[config.mk]
export PLATFORM = sky130hd
export DESIGN_NAME = hs_token_sink_flat
export DESIGN_NICKNAME = d
export VERILOG_FILES = /design/src/rtl/hs_token_sink_pkg.sv /design/src/rtl/hs_token_sink_if.sv /design/src/rtl/hs_token_sink_sync2.sv /design/src/rtl/hs_token_sink.sv /design/src/flat_wrapper.sv
export SDC_FILE = /design/constraint.sdc
export NUM_CORES = 1
export LEC_CHECK = 0
export CAP_MARGIN = 20
export CORE_ASPECT_RATIO = 0.5
export CORE_MARGIN = 2
export CORE_UTILIZATION = 60
export DETAILED_ROUTE_END_ITERATION = 12
export PLACE_DENSITY = 0.84
export REMOVE_ABC_BUFFERS = 1
export SKIP_LAST_GASP = 1
export SLEW_MARGIN = 15
export SYNTH_ARGS = -nofsm -noshare
export SYNTH_HDL_FRONTEND = slang
export SYNTH_SLANG_ARGS = --single-unit
[constraint.sdc]
create_clock -name CLK -period 9 [get_ports CLK]
set_clock_uncertainty 0.05 [all_clocks]
set_input_delay 1.8 -clock CLK [delete_from_list [all_inputs] [get_ports CLK]]
set_output_delay 1.8 -clock CLK [all_outputs]
set_load 0.02 [all_outputs]
[src/rtl/hs_token_sink_pkg.sv]
// Shared types and constants for the hs_token_sink handshake receiver.
// Holds the FSM state type, the idle/ready levels of the handshake wires and the default sizes.
package ddp_hs_pkg;

  typedef enum logic [1:0] {
    IDLE     = 2'd0,
    CAPT     = 2'd1,
    WAIT_RTZ = 2'd2,
    HOLD     = 2'd3
  } hs_state_t;

  localparam logic SEND_IDLE      = 1'b1;
  localparam logic ACK_READY      = 1'b1;
  localparam int   DEFAULT_DATA_W = 16;
  localparam int   DEFAULT_DEPTH  = 4;

  // One extra pointer bit distinguishes full from empty when the index bits match.
  function automatic int ptrWidth(input int depth);
    return $clog2(depth) + 1;
  endfunction

endpackage

[src/rtl/hs_token_sink_if.sv]
// Handshake and stream bundle for hs_token_sink: async Send/Ack/Data on the upstream side,
// valid/ready/level on the synchronous consumer side.
interface hs_token_sink_if
  import ddp_hs_pkg::*;
#(
  parameter int DATA_W = DEFAULT_DATA_W,
  parameter int DEPTH  = DEFAULT_DEPTH
);

  localparam int LW = ptrWidth(DEPTH);

  logic              Send_in;
  logic [DATA_W-1:0] Data_in;
  logic              Ack_out;
  logic [DATA_W-1:0] dout;
  logic              dout_valid;
  logic              dout_ready;
  logic [LW-1:0]     level;

  modport master (
    output Send_in, Data_in, dout_ready,
    input  Ack_out, dout, dout_valid, level
  );

  modport slave (
    input  Send_in, Data_in, dout_ready,
    output Ack_out, dout, dout_valid, level
  );

endinterface

[src/rtl/hs_token_sink_sync2.sv]
// Two-flop synchronizer with async active-low reset to a configurable idle level.
module hs_sync2 #(
  parameter logic RESET_VAL = 1'b1
) (
  input  logic clk_i,
  input  logic rst_ni,
  input  logic d_i,
  output logic q_o
);

  logic meta_q;
  logic sync_q;

  always_ff @(posedge clk_i or negedge rst_ni) begin
    if (!rst_ni) begin
      meta_q <= RESET_VAL;
      sync_q <= RESET_VAL;
    end else begin
      meta_q <= d_i;
      sync_q <= meta_q;
    end
  end

  assign q_o = sync_q;

endmodule

[src/rtl/hs_token_sink.sv]
// Clocked tail of a 4-phase async pipeline: synchronizes Send, captures bundled data into a FIFO.
// Optional statistics outputs (tok_cnt, stall) are built when HS_SINK_STATS_EN is defined.
module hs_token_sink
  import ddp_hs_pkg::*;
#(
  parameter int DATA_W = DEFAULT_DATA_W,
  parameter int DEPTH  = DEFAULT_DEPTH
) (
  input  logic           CLK,
  input  logic           MR_n,
  hs_token_sink_if.slave hs
`ifdef HS_SINK_STATS_EN
  ,
  output logic [31:0]    tok_cnt,
  output logic           stall
`endif
);

  localparam int AW = $clog2(DEPTH);
  localparam int PW = ptrWidth(DEPTH);

  hs_state_t         state_q, state_d;
  logic              ackOut_q;
  logic              sendS;
  logic [PW-1:0]     wrPtr_q, rdPtr_q;
  logic [DATA_W-1:0] mem_q [DEPTH];
  logic [DATA_W-1:0] lastDout_q;
  logic              full, empty, pop, push, room;

  hs_sync2 #(.RESET_VAL(SEND_IDLE)) uSendSync (
    .clk_i  (CLK),
    .rst_ni (MR_n),
    .d_i    (hs.Send_in),
    .q_o    (sendS)
  );

  assign empty = (wrPtr_q == rdPtr_q);
  assign full  = (wrPtr_q[AW] != rdPtr_q[AW]) && (wrPtr_q[AW-1:0] == rdPtr_q[AW-1:0]);
  assign pop   = hs.dout_ready && !empty;
  assign room  = !full || pop;

  // Data_in is written on the same edge that drops Ack, so it is still inside its stable window.
  assign push  = (state_q == IDLE) && (sendS != SEND_IDLE) && room;

  always_comb begin
    state_d = state_q;
    case (state_q)
      IDLE:     if (push) state_d = CAPT;
      CAPT:     state_d = WAIT_RTZ;
      WAIT_RTZ: if (sendS == SEND_IDLE) state_d = room ? IDLE : HOLD;
      HOLD:     if (room) state_d = IDLE;
      default:  state_d = IDLE;
    endcase
  end

  always_ff @(posedge CLK or negedge MR_n) begin
    if (!MR_n) begin
      state_q  <= IDLE;
      ackOut_q <= ACK_READY;
    end else begin
      state_q  <= state_d;
      ackOut_q <= (state_d == IDLE) ? ACK_READY : ~ACK_READY;
    end
  end

  always_ff @(posedge CLK) begin
    if (push) mem_q[wrPtr_q[AW-1:0]] <= hs.Data_in;
  end

  // The last popped word is kept so dout stays put while the FIFO is empty.
  always_ff @(posedge CLK or negedge MR_n) begin
    if (!MR_n) begin
      wrPtr_q    <= '0;
      rdPtr_q    <= '0;
      lastDout_q <= '0;
    end else begin
      if (push) wrPtr_q <= wrPtr_q + PW'(1);
      if (pop) begin
        rdPtr_q    <= rdPtr_q + PW'(1);
        lastDout_q <= mem_q[rdPtr_q[AW-1:0]];
      end
    end
  end

  assign hs.Ack_out    = ackOut_q;
  assign hs.dout_valid = !empty;
  assign hs.dout       = empty ? lastDout_q : mem_q[rdPtr_q[AW-1:0]];
  assign hs.level      = wrPtr_q - rdPtr_q;

`ifdef HS_SINK_STATS_EN
  logic [31:0] tokCnt_q;

  always_ff @(posedge CLK or negedge MR_n) begin
    if (!MR_n) tokCnt_q <= '0;
    else if (state_q == CAPT) tokCnt_q <= tokCnt_q + 32'd1;
  end

  assign tok_cnt = tokCnt_q;
  assign stall   = (state_q == HOLD) || ((state_q == IDLE) && (sendS != SEND_IDLE) && !room);
`endif

endmodule

[src/flat_wrapper.sv]
// flat-port wrapper written by rule: the top's interface ports become plain ports
module hs_token_sink_flat import ddp_hs_pkg::*;
#(
  parameter int DATA_W = DEFAULT_DATA_W,
  parameter int DEPTH  = DEFAULT_DEPTH
)
  (CLK, MR_n, hs_Send_in, hs_Data_in, hs_dout_ready, hs_Ack_out, hs_dout, hs_dout_valid, hs_level);
  hs_token_sink_if #(.DATA_W(DATA_W), .DEPTH(DEPTH)) hs_i ();
  input  logic CLK;
  input  logic MR_n;
  input wire logic [$bits(hs_i.Send_in)-1:0] hs_Send_in;
  input wire logic [$bits(hs_i.Data_in)-1:0] hs_Data_in;
  input wire logic [$bits(hs_i.dout_ready)-1:0] hs_dout_ready;
  output wire logic [$bits(hs_i.Ack_out)-1:0] hs_Ack_out;
  output wire logic [$bits(hs_i.dout)-1:0] hs_dout;
  output wire logic [$bits(hs_i.dout_valid)-1:0] hs_dout_valid;
  output wire logic [$bits(hs_i.level)-1:0] hs_level;
  assign hs_i.Send_in = hs_Send_in;
  assign hs_i.Data_in = hs_Data_in;
  assign hs_i.dout_ready = hs_dout_ready;
  assign hs_Ack_out = hs_i.Ack_out;
  assign hs_dout = hs_i.dout;
  assign hs_dout_valid = hs_i.dout_valid;
  assign hs_level = hs_i.level;
  hs_token_sink #(.DATA_W(DATA_W), .DEPTH(DEPTH)) u_core (.CLK(CLK), .MR_n(MR_n), .hs(hs_i));
endmodule
== Word-level counts from Yosys, hierarchy flattened ==
Memory sizes are Yosys's and may differ from the RTL's.
Index checks and enable logic that the tools add are counted.
W data, S select, Z words.

* Add/sub/neg operators: 3
* Reduce and logical (&&, ||, !) cells: 9
* Equal/unequal tests: 6
* Bitwise logic cells: 1
* Multiplexer cells: 9

{| class="wikitable"
|+ Operators with widths
! kind !! count
|-
| $mux W16 || 1
|-
| $mux W2 || 4
|-
| $pmux W2 S4 || 1
|-
| $add A3 B1 Y3 const B || 2
|-
| $eq A2 B2 Y1 const B || 2
|-
| $logic_and A1 B1 Y1 || 4
|-
| $logic_not A2 Y1 || 2
|-
| $eq A3 B3 Y1 || 1
|-
| $mux W1 || 3
|-
| $sub A3 B3 Y3 || 1
|-
| $eq A2 B1 Y1 const B || 1
|-
| $eq A2 B2 Y1 || 1
|-
| $logic_not A1 Y1 || 2
|-
| $logic_or A1 B1 Y1 || 1
|-
| $ne A1 B1 Y1 || 1
|-
| $not A1 Y1 || 1
|}

* Input bits: 20
* Memories: 1
* Output and inout bits: 21
* Memory bits (writable): 64
* Register bits: 27

{| class="wikitable"
|+ Memory list
! memory !! depth !! bits a word !! read ports !! clocked after Yosys merged registers in !! wr ports !! RTL line !! source
|-
| u_core.mem_q || 4 || 16 || 1 || 0 || 1 || hs_token_sink.sv:26 || <nowiki>logic [DATA_W-1:0] mem_q [DEPTH];</nowiki>
|}

== Logic depth before layout (Yosys ltp) ==
Gate-level depths: netlist (run 1).

* Depth in word-level cells: 9
* Mapped depth: 8
* Depth with buffers taken out: 5

== Modules after synthesis ==
Synthesis (run 1) repeated with hierarchy kept, for this count alone.

* Cells, all modules: 189
* Area, all modules: 3,811.2 um2

{| class="wikitable"
|+ By module, submodules not included
! module !! times used !! sequential area each (um2) !! area an instance (um2) !! cells each
|-
| hs_token_sink || 1 || 2,548.7 || 3,758.6 || 187
|-
| hs_sync2 || 1 || 52.6 || 52.6 || 2
|}

== Worst setup path after synthesis (run 1) ==
OpenSTA, ideal clock, no wires.

* Kind: register -> output
* Start: register u_core.rdPtr_q[1]
* End: output hs_dout[10]
* Buffers on the path: 3
* Arrival time: 2.422 ns
* Cell stages (with the launch flop): 9
* Slack: 4.728 ns
* Path through: dfrtp_1 clkbuf_1 buf_1 inv_1 ha_1 nand2_1 nor2_2 buf_2 mux2_2

* Cells in the longest elaborated chain, start to end: 2

{| class="wikitable"
|+ RTL lines
! what !! RTL line !! source
|-
| start: declaration || hs_token_sink.sv:25 || <nowiki>logic [PW-1:0] wrPtr_q, rdPtr_q;</nowiki>
|-
| start signal: assignment || hs_token_sink.sv:79 || <nowiki>rdPtr_q <= rdPtr_q + PW'(1);</nowiki>
|-
| $mem_v2 Z4 W16 / $eq A3 B3 Y1 (equally long branches) || -- ||
|-
| $mux W16 (*) || hs_token_sink.sv:87 || <nowiki>assign hs.dout = empty ? lastDout_q : mem_q[rdPtr_q[AW-1:0]];</nowiki>
|-
| end: declaration || flat_wrapper.sv:15 || <nowiki>output wire logic [$bits(hs_i.dout)-1:0] hs_dout;</nowiki>
|}

Every way passes the cells marked *; elsewhere a longest branch is shown, timed or not.

== Worst setup path after layout (run 1) ==
* Start: register u_core.rdPtr_q[1]
* End: output hs_dout[7]

The elaborated chain is that of the path after synthesis.

==> summary.md, run 1 <==
| Metric | Value |
|---|---|
| Utilization after layout | 74.75% |
| Yosys top cell by area | edfxtp_1 |
| Crit path max fanout | 20 |
| Synth warn | 0 |
| Dpl cells | 313 |
| Site Rows | 20 |
| Initial antenna violation count | 0 |
| Global-route wire length before repair | 10,380 um |
| Full die area | 0.006888 mm2 |
| Clock latency on the worst-skew pair | 0.34 ns |
| Multi-input gate area | 0.001055 mm2 |
| Total gr overflow | 0 |
| Final Hold Viols | 0 |
| Final instance count without filler cells | 330 |
| Number of top-level pins | 41 |
| Post-synthesis sequential area ratio | 69.88% |
| H-tree depth | 3 |
| DRC | 0 |
| Most common cell in the synthesized netlist | edfxtp_1 |
| Area share of the leading cell type in the synthesized netlist | 51.63% |
| Die width | 115.4 um |
| Filler cell count | 332 |
| Mean post-synth cell area | 19.69 um2 |
| Clock transition at path regs | 0.06 ns |
| Measured slew at the worst slew-check pin | 1.050 ns |
| Final ANT Viol Nets | 0 |
| Vias in the first global route | 2,019 |
| Setup TNS | 0 ns |
| Largest cells by area after synthesis | edfxtp_1 (52%), dfrtp_1 (16%), mux4_2 (9.7%), mux2_2 (7.9%), mux2_1 (2.7%) |
| Power per cell area | 401.9 mW/mm2 |
| DR vias | 1,889 |
| Critical Path RT | 7.15 ns |
| Slowest CP cell | dfrtp_1 |
| Peak supply drop | 0.1740 mV |
| MaxCap Viol Count | 0 |
| Top_reg_cell synth | edfxtp_1 |
| Worst Setup Start Kind | flip-flop |
| CORE AREA | 0.006031 mm2 |
| Hold Buf Count CTS | 0 |
| CP cell instances | inv_1 -> ha_1 -> nand2_1 -> nor2_2 -> mux2_2 -> clkdlybuf4s50_1 |
| CTS tree | done |
| Nature of the critical path endpoint | output port |
| Share of post-route cells with drive strength above 1 | 28.10% |
| Nets | 265 |
| Overall global routing resource usage | 21.64% |
| Synthesized cell area | 0.003722 mm2 |
| Worst Path Arrival | 3.66 ns |
| Period utilization | 61.26% |
| Port bufs | 40 |
| Unrepaired setup endpoints after global routing | no |
| WHS | 0.3105 ns |
| Hold WC Path Type | flip-flop to flip-flop |
| Min Tclk post-route | 5.513 ns |
| Hpwl dp | 4098 um |
| Total leakage power | 0.001610 uW |
| Cells after Synth | 189 |
| Drt wl/cell | 19.94 um |
| Die Y-Extent | 59.70 um |
| Largest net degree at the start of global routing | 28 |
| WL final | 6580 um |
| #FFs+latches synth | 91 |
| Root buffer cell | clkbuf_16 |
| Run status | complete, no violations |
| Final setup vio count | 0 |
| Count of routing violations after the opening detailed-route iteration | 124 |
| Total setup buffers inserted after CTS | 0 |
| Synth top cells by count | edfxtp_1 (64), mux2_2 (26), dfrtp_1 (24) |
| Initial core utilization | 61.72% |
| Post-synth EDFFs | 64 |
| Post-CTS sizing | 0 |
| 1st-pass router iterations | 4 |
| Post-synth ARST share | 29.67% |
| Antenna cells | 0 |
| Gpl congestion | 0.7125 |
| Storage element area | 0.002601 mm2 |
| Clk sinks | 91 |
| Vias per cell | 5.724 |
| CTS buffer count | 9 |
| CTS Buffer Depth | 2 |
| Rel. slew slack | 29.91% |
| Netlist cell types | 31 |
| Critical path class | flip-flop to output port |
| Slew Limit Fails | 0 |
| Achievable Freq | 181.4 MHz |
| Peak per-stage delay on the critical path | 0.94 ns |
| Area Overhead vs Synth | 21.11% |
through the flow:
stage	power (uW)	cell area (um2)	setup slack, ns
6_report	1812	4508	3.487
5_1_grt	1905	4508	3.272
4_1_cts	1823	4493	3.451
3_5_place_dp	1467	4212	3.832
3_3_place_gp	1431	4212	3.943
2_1_floorplan	1142	3686	4.903
power by group:
group	internal [uW]	leakage (uW)	total [uW]	switching, uW
Combinational	427	0.000578	830	403
Sequential	566	0.000896	633	67.2
Clock	196	0.000136	349	153
layout by cell type, fill, tap and decap left out, drive strengths merged, types with 2 or more instances in the layout:
master and count:
a211oi 2, dfstp 3, clkinv 3, edfxtp 64, mux2 35, mux4 16
ha 7, clkbuf 11, buf 3, o21ai 3, inv 9, dfrtp 24
xnor2 6, clkdlybuf4s50 40, and2 3
worst max-delay path: cells and delay by family (launching register included):
kind / cells / cell delay (ns)
buf+inv: 2 / 0.67
fa+ha+maj: 1 / 0.35
simple gates: 2 / 0.92
mux: 1 / 0.43
flops: 1 / 0.94
per-layer routing:
metal  global-route usage [%]  routed length (um)  vias to the layer above
met5                        0                   0                        -
met4                    7.745                 119                        0
met3                    8.114                 312                       13
met2                    35.92                3247                       50
met1                    26.85                2901                      996
li1                         -                   -                      830
logic make-up (layout without fill, tap and decap cells):
| kind of cell | Yosys count | in the layout | synth area share (%) |
|---|---|---|---|
| DFF | 91 | 91 | 69.88 |
| muxes | 51 | 51 | 20.27 |
| buffers and inverters | 14 | 67 | 1.781 |
| and+or+nand+nor | 10 | 10 | 1.748 |
| adders and majority gates | 8 | 8 | 2.891 |
| AOI/OAI and AO/OA | 8 | 8 | 1.580 |
| xor gates and xnor gates | 7 | 7 | 1.849 |
state kept, by name, summed over array words and instances, names as in the netlist:
signal                   cells
u_core.lastDout_q           16
u_core.rdPtr_q               3
u_core.state_q               2
u_core.mem_q                64
u_core.uSendSync.meta_q      1
u_core.uSendSync.q_o         1
u_core.wrPtr_q               3
u_core.hs.Ack_out            1
path summary, 6_finish.rpt:
| path | start | end | slack [ns] | depth (start not counted) |
|---|---|---|---|---|
| max | u_core.rdPtr_q[1] | hs_dout[7] | 3.49 | 6 |
| min | u_core.uSendSync.meta_q | u_core.uSendSync.q_o | 0.31 | 0 |
| max reg2reg | u_core.rdPtr_q[1] | u_core.mem_q[2][13] | 5.70 | 5 |
| min reg2reg | u_core.uSendSync.meta_q | u_core.uSendSync.q_o | 0.31 | 0 |
| max in group asynchronous | MR_n | u_core.uSendSync.meta_q | 6.79 | 2 |
| min in group asynchronous | MR_n | u_core.state_q[1] | 1.79 | 2 |
cell type report:
class                   instances  share of cell area (%)
well taps                      88                   2.442
clock inverters                 5                  0.8604
repair buffers                 43                   9.548
clock buffers                  11                   5.384
flip-flops and latches         91                   57.70
inverters                       8                  0.6661
multi-input cells              84                   23.40
No activity file was read; power rests on OpenSTA's default activity.
==> inputs of run 2 (changes only) <==
CORE_UTILIZATION = 50   (was 60)
PLACE_DENSITY = 0.75   (was 0.84)
clock period = 4.9 ns   (was 9 ns; I/O delays follow)
==> run 2 against run 1 <==
  * Clock power rose by 81%
  * Combinational power rose by 88%
  * Register-to-register slack got worse by 3.5 ns
  * Global-route usage fell by 4.9 points
  * Worst hold slack got worse by 0.0036 ns
  * Sequential share of layout area fell by 0.21 points
  * Sequential power rose by 77%
  * Setup slack got worse by 2.5 ns
  * Utilization fell by 12 points
  * Final cell count rose by 3.0%
  * Non-clock buffer count rose by 2
  * First-iteration DRC count fell by 39%
  * Largest cell class unchanged
  * Largest power group unchanged
==> summary.md, run 2 (synthesis gave the netlist of run 1 again) <==
| Metric | Value |
|---|---|
| Run status | complete, no violations (unchanged) |
| Gpl congestion | 0.8105 (was 0.7125) |
| Cell count of the worst reg-to-reg path | 5 (unchanged) |
| Initial antenna violation count | 0 (unchanged) |
| Post-route cell area | 0.004524 mm2 (was 0.004508 mm2) |
| Total gr overflow | 0 (unchanged) |
| Die width | 126.0 um (was 115.4 um) |
| Overall global routing resource usage | 16.78% (was 21.64%) |
| Site Rows | 22 (was 20) |
| Peak per-stage delay on the critical path | 0.54 ns (was 0.94 ns) |
| DRC | 0 (unchanged) |
| CP cell instances | inv_1 -> ha_1 -> nand2_1 -> nor2_2 -> buf_4 -> mux2_2 -> clkdlybuf4s50_1 (was inv_1 -> ha_1 -> nand2_1 -> nor2_2 -> mux2_2 -> clkdlybuf4s50_1) |
| Nature of the critical path endpoint | output port (unchanged) |
| Reg-to-reg slack, setup | 2.16 ns (was 5.70 ns) |
| CTS Buffer Depth | 2 (unchanged) |
| Flop pwr share | 33.9% (was 34.9%) |
| MaxCap Viol Count | 0 (unchanged) |
| Vias in the first global route | 1,976 (was 2,019) |
| Die Y-Extent | 65.01 um (was 59.70 um) |
| Area after DPL | 0.004237 mm2 (was 0.004212 mm2) |
| Antenna cells | 0 (unchanged) |
| Clock latency on the worst-skew pair | 0.34 ns (about the same) |
| Critical Path RT | 3.87 ns (was 7.15 ns) |
| Count of routing violations after the opening detailed-route iteration | 76 (was 124) |
| Worst Path Arrival | 2.90 ns (was 3.66 ns) |
| Share of post-route cells with drive strength above 1 | 28.69% (was 28.10%) |
| Hold WC Path Type | flip-flop to flip-flop (unchanged) |
| Min-delay src | u_core.uSendSync.meta_q (unchanged) |
| 1st-pass router iterations | 4 (unchanged) |
| Drt wl/cell | 18.14 um (was 19.94 um) |
| Largest net degree at the start of global routing | 28 (unchanged) |
| Max reg flops | 64 (unchanged) |
| Filler cell count | 519 (was 332) |
| Unrepaired setup endpoints after global routing | no (unchanged) |
| CORE AREA | 0.007267 mm2 (was 0.006031 mm2) |
| H-tree depth | 3 (unchanged) |
| Final ANT Viol Nets | 0 (unchanged) |
| Min Tclk post-route | 3.934 ns |
| Final setup vio count | 0 (unchanged) |
| Clk sinks | 91 (unchanged) |
| Hold Buf Count CTS | 0 (unchanged) |
| Peak supply drop | 0.2597 mV (was 0.1740 mV) |
| Full die area | 0.008193 mm2 (was 0.006888 mm2) |
| Port bufs | 40 (unchanged) |
| Number of top-level pins | 41 (unchanged) |
| Root buffer cell | clkbuf_16 (unchanged) |
| Highest-count cells in the layout ignoring fill and taps | edfxtp_1 (64), clkdlybuf4s50_1 (40), mux2_2 (26), dfrtp_1 (24), mux4_2 (16) (unchanged) |
| Post-CTS sizing | 0 (unchanged) |
| Nets | 267 (was 265) |
| Internal cell power | 2177 uW (was 1189 uW) |
| Total setup buffers inserted after CTS | 0 (unchanged) |
| Setup TNS | 0 ns (unchanged) |
| Total leakage power | 0.001616 uW (was 0.001610 uW) |
| Slew Limit Fails | 0 (unchanged) |
| Clock share of power | 19.0% (was 19.3%) |
| Worst r2r src | u_core.wrPtr_q[0] (was u_core.rdPtr_q[1]) |
| Initial core utilization | 51.22% (was 61.72%) |
| Rel. slew slack | 39.48% (was 29.91%) |
| Final Hold Viols | 0 (unchanged) |
| Multi-input gate area | 0.001055 mm2 (unchanged) |
| Measured slew at the worst slew-check pin | 0.9078 ns (was 1.050 ns) |
| Storage element area | 0.002601 mm2 (unchanged) |
| Global-route wire length before repair | 10,130 um (was 10,380 um) |
| RR Endpoint | u_core.mem_q[1][13] (was u_core.mem_q[2][13]) |
| Hold Path Cell Cnt | 0 (unchanged) |
| Sw Share | 34.27% (was 34.40%) |
| Achievable Freq | 254.2 MHz |
| CTS buffer count | 9 (unchanged) |
| Power per cell area | 732.2 mW/mm2 (was 401.9 mW/mm2) |
| Worst Setup Start Kind | flip-flop (unchanged) |
| Clock transition at path regs | 0.06 ns (about the same) |
| Gate power share | 47.0% (was 45.8%) |
| Period utilization | 80.30% |
| Utilization after layout | 62.26% (was 74.75%) |
| DR vias | 1,822 (was 1,889) |
| Net switching power | 1135 uW (was 623.4 uW) |
| Hpwl dp | 3916 um (was 4098 um) |
| Area Overhead vs Synth | 21.55% (was 21.11%) |
| Crit path max fanout | 9 (was 20) |
| Hold endpoint | u_core.uSendSync.q_o (unchanged) |
| Critical path class | flip-flop to output port (unchanged) |
| Vias per cell | 5.359 (was 5.724) |
| WL final | 6166 um (was 6580 um) |
| Slowest CP cell | clkdlybuf4s50_1 (was dfrtp_1) |
| CTS tree | done (unchanged) |
| Most common cell after layout, fill and taps aside | edfxtp_1 (unchanged) |
==> run 2: power by group through the flow <==
stage / Combinational [uW] / Clock, uW / Sequential (uW)
after floorplan: 928 / 0 / 1170
after global routing: 1670 / 674 / 1150
after detailed placement: 1560 / 0 / 1140
after global placement: 1530 / 0 / 1130
after CTS: 1570 / 641 / 1120
final: 1560 / 630 / 1120
==> run 2: worst max-delay path: cells and delay by family, from the launching register on <==
family | cells | cell delay [ns]
AND/OR/NAND/NOR | 2 | 0.53
multiplexers | 1 | 0.35
buffers and inverters | 3 | 0.95
flip-flops | 1 | 0.38
adder cells (fa/ha/maj) | 1 | 0.35
==> run 2: through the flow <==
| stage | hold slack (ns) | power, uW | setup WS [ns] | instances |
|---|---|---|---|---|
| floorplan | 0.2952 | 2098 | 1.623 | 183 |
| global placement | 0.2964 | 2658 | 1.418 | 323 |
| detailed placement | 0.2990 | 2699 | 1.326 | 323 |
| CTS | 0.3079 | 3336 | 0.9472 | 339 |
| global route | 0.3093 | 3493 | 0.8377 | 340 |
| finish | 0.3069 | 3313 | 0.9655 | 340 |
==> run 2: how the worst max path moves through the flow <==
stage / depth (start not counted) / slack, ns / start / to
finish: 7 / 0.97 / u_core.wrPtr_q[0] / hs_dout[7]
detailed placement: 7 / 1.33 / u_core.wrPtr_q[0] / hs_dout[9]
CTS: 7 / 0.95 / u_core.wrPtr_q[0] / hs_dout[7]
global placement: 4 / 1.42 / hs_dout_ready / u_core.mem_q[1][0]
global route: 7 / 0.84 / u_core.wrPtr_q[0] / hs_dout[0]
floorplan: 4 / 1.62 / u_core.rdPtr_q[0] / hs_dout[0]
==> run 2: area by class of cell <==
type	instances	share of cell area [%]
flip-flops and latches	91	57.49
multi-input cells	84	23.31
repair buffers	45	9.762
clock buffers	10	5.061
well taps	96	2.655
clock inverters	6	1.051
inverters	8	0.6637
==> run 2: per-layer routing <==
layer / share of wire, % / track usage [%]
met2: 50 / 27.89
met3: 2.9 / 4.955
met1: 45 / 21.47
met5: 0 / 0
met4: 1.4 / 5.907
==> inputs of run 3 (changes only) <==
CORE_UTILIZATION = 56   (was 50)
PLACE_DENSITY = 0.79   (was 0.75)
clock period = 3.8 ns   (was 4.9 ns; I/O delays follow)
==> run 3 against run 2 <==
  * Non-clock buffer count is 3 higher
  * Clock power is 29% higher
  * Sequential cell count stayed put
  * Final cell count is 1.5% lower
  * Critical path depth stayed put
  * Power is 30% higher
  * Via count is 0.82% higher
==> summary.md, run 3 (synthesis gave the netlist of run 1 again) <==
| Metric | Value |
|---|---|
| Run status | complete, no violations (unchanged) |
| CP top delay family | buffers and inverters (unchanged) |
| Gr busiest metal | met2 (unchanged) |
| Final setup vio count | 0 (unchanged) |
| Critical path class | flip-flop to output port (unchanged) |
| Cell count of the worst reg-to-reg path | 5 (unchanged) |
| Peak per-stage delay on the critical path | 0.55 ns (was 0.54 ns) |
| Achievable Freq | 297.3 MHz |
| CTS buffer count | 9 (unchanged) |
| Hold Path Cell Cnt | 0 (unchanged) |
| Met1 usage | 25.56% (was 21.47%) |
| Setup TNS | 0 ns (unchanged) |
| Root buffer cell | clkbuf_16 (unchanged) |
| CP Depth | 7 (unchanged) |
| DR vias | 1,837 (was 1,822) |
| Crit path max fanout | 9 (unchanged) |
| Slowest CP cell | clkdlybuf4s50_1 (unchanged) |
| Post-CTS sizing | 0 (unchanged) |
| Vias per cell | 5.484 (was 5.359) |
| DRC | 0 (unchanged) |
| Min Tclk post-route | 3.364 ns |
| Hold Buf Count CTS | 0 (unchanged) |
| Peak supply drop | 0.4253 mV (was 0.2597 mV) |
| Hold WC Path Type | flip-flop to flip-flop (unchanged) |
| Nature of the critical path endpoint | output port (unchanged) |
| CP Buf/Inv Count | 3 (unchanged) |
| Port bufs | 40 (unchanged) |
| Vias in the first global route | 1,982 (was 1,976) |
| Measured slew at the worst slew-check pin | 1.097 ns (was 0.9078 ns) |
| Count of routing violations after the opening detailed-route iteration | 118 (was 76) |
| Post-route cell area | 0.004536 mm2 (was 0.004524 mm2) |
| Final Hold Viols | 0 (unchanged) |
| Critical Path RT | 2.99 ns (was 3.87 ns) |
| Utilization after layout | 72.50% (was 62.26%) |
| Power per cell area | 946.6 mW/mm2 (was 732.2 mW/mm2) |
| CORE AREA | 0.006256 mm2 (was 0.007267 mm2) |
| Worst Slack Setup Final | 0.4359 ns (was 0.9655 ns) |
| Max reg flops | 64 (unchanged) |
| Met3 Use GR | 7.778% (was 4.955%) |
| H-tree depth | 3 (unchanged) |
| Total setup buffers inserted after CTS | 0 (unchanged) |
| Global-route wire length before repair | 10,440 um (was 10,130 um) |
| Most common cell after layout, fill and taps aside | edfxtp_1 (unchanged) |
| Unrepaired setup endpoints after global routing | no (unchanged) |
| Die Y-Extent | 61.65 um (was 65.01 um) |
| Area after DPL | 0.004257 mm2 (was 0.004237 mm2) |
| Overall global routing resource usage | 20.47% (was 16.78%) |
| Slew Limit Fails | 0 (unchanged) |
| Share of post-route cells with drive strength above 1 | 29.15% (was 28.69%) |
| Nets | 270 (was 267) |
| Number of top-level pins | 41 (unchanged) |
| Grt met2 use | 34.48% (was 27.89%) |
| Total leakage power | 0.001627 uW (was 0.001616 uW) |
| Full die area | 0.007355 mm2 (was 0.008193 mm2) |
| Pre-CTS WS | 0.7823 ns (was 1.326 ns) |
| Clock transition at path regs | 0.06 ns (about the same) |
| Area Overhead vs Synth | 21.85% (was 21.55%) |
| Drt wl/cell | 19.22 um (was 18.14 um) |
| Final ANT Viol Nets | 0 (unchanged) |
| 1st-pass router iterations | 4 (unchanged) |
| WL final | 6439 um (was 6166 um) |
| Gpl congestion | 0.7484 (was 0.8105) |
| Highest-count cells in the layout ignoring fill and taps | edfxtp_1 (64), clkdlybuf4s50_1 (40), mux2_2 (26), dfrtp_1 (24), mux4_2 (16) (unchanged) |
| Clk sinks | 91 (unchanged) |
| CTS Buffer Depth | 2 (unchanged) |
| Die width | 119.3 um (was 126.0 um) |
| Clock latency on the worst-skew pair | 0.34 ns (about the same) |
| Dpl cells | 319 (was 323) |
| MaxCap Viol Count | 0 (unchanged) |
| Period utilization | 88.53% |
| Total gr overflow | 0 (unchanged) |
| Antenna cells | 0 (unchanged) |
| Filler cell count | 401 (was 519) |
| Worst Setup Start Kind | flip-flop (unchanged) |
| Initial core utilization | 59.50% (was 51.22%) |
| Rel. slew slack | 26.88% (was 39.48%) |
| Worst Path Arrival | 2.55 ns (was 2.90 ns) |
| CTS tree | done (unchanged) |
| CP cell instances | inv_1 -> ha_1 -> nand2_1 -> nor2_2 -> buf_4 -> mux2_2 -> clkdlybuf4s50_1 (unchanged) |
| Hpwl dp | 4167 um (was 3916 um) |
| Final instance count without filler cells | 335 (was 340) |
| Site Rows | 20 (was 22) |
| Initial antenna violation count | 0 (unchanged) |
| Largest net degree at the start of global routing | 28 (unchanged) |
run 3: changes by cell type in the layout (fill, tap and decap cells not counted):
cell	previous run	this run
inv_6	3	1
clkinvlp_4	1	2
buf_4	4	8
clkbuf_8	0	1
clkinv_1	0	1
buf_6	1	0
clkinv_2	1	0
run 3: area by class of cell:
type | instances | area (um2) | area share [%]
Timing Repair Buffer | 48 | 460.4 | 10.15
Clock buffer | 11 | 242.7 | 5.352
Tap cell | 88 | 110.1 | 2.428
Inverter | 8 | 30.03 | 0.6621
Clock inverter | 5 | 36.28 | 0.8000
Sequential cell | 91 | 2601 | 57.35
Multi-Input combinational cell | 84 | 1055 | 23.26
run 3: report_power, final:
part	switching (uW)	total, uW	internal [uW]
sequential	116	1450	1340
combinational	995	2020	1030
clock	353	814	462
total	1460	4290	2830
run 3: per-stage QoR:
stage / hold slack [ns] / total power [uW]
after floorplan: 0.2952 / 2705
after global placement: 0.3014 / 3445
after global routing: 0.3171 / 4534
final: 0.3094 / 4293
after detailed placement: 0.2991 / 3516
after CTS: 0.3110 / 4347
run 3: worst reg2reg max path: stages, from the launching register on:
cell,delay [ns]
dfrtp_1,0.38
inv_1,0.11
ha_1,0.36
nand2_1,0.13
o21ai_2,0.86
mux2_2,0.43
run 3: path summary, 6_finish.rpt:
kind                       slack [ns]              endpoint                    start
setup reg to reg                 1.37  u_core.lastDout_q[5]        u_core.wrPtr_q[0]
hold / removal                   0.31  u_core.uSendSync.q_o  u_core.uSendSync.meta_q
min in group asynchronous        0.77  u_core.lastDout_q[3]                     MR_n
max in group asynchronous        2.60  u_core.uSendSync.q_o                     MR_n
setup / recovery                 0.44           hs_dout[15]        u_core.wrPtr_q[0]
hold reg to reg                  0.31  u_core.uSendSync.q_o  u_core.uSendSync.meta_q
run 3: metal layers:
layer	vias up	wire (um)
met3	6	265
met1	960	2829
met4	0	70
li1	838	-
met5	-	0
met2	33	3274
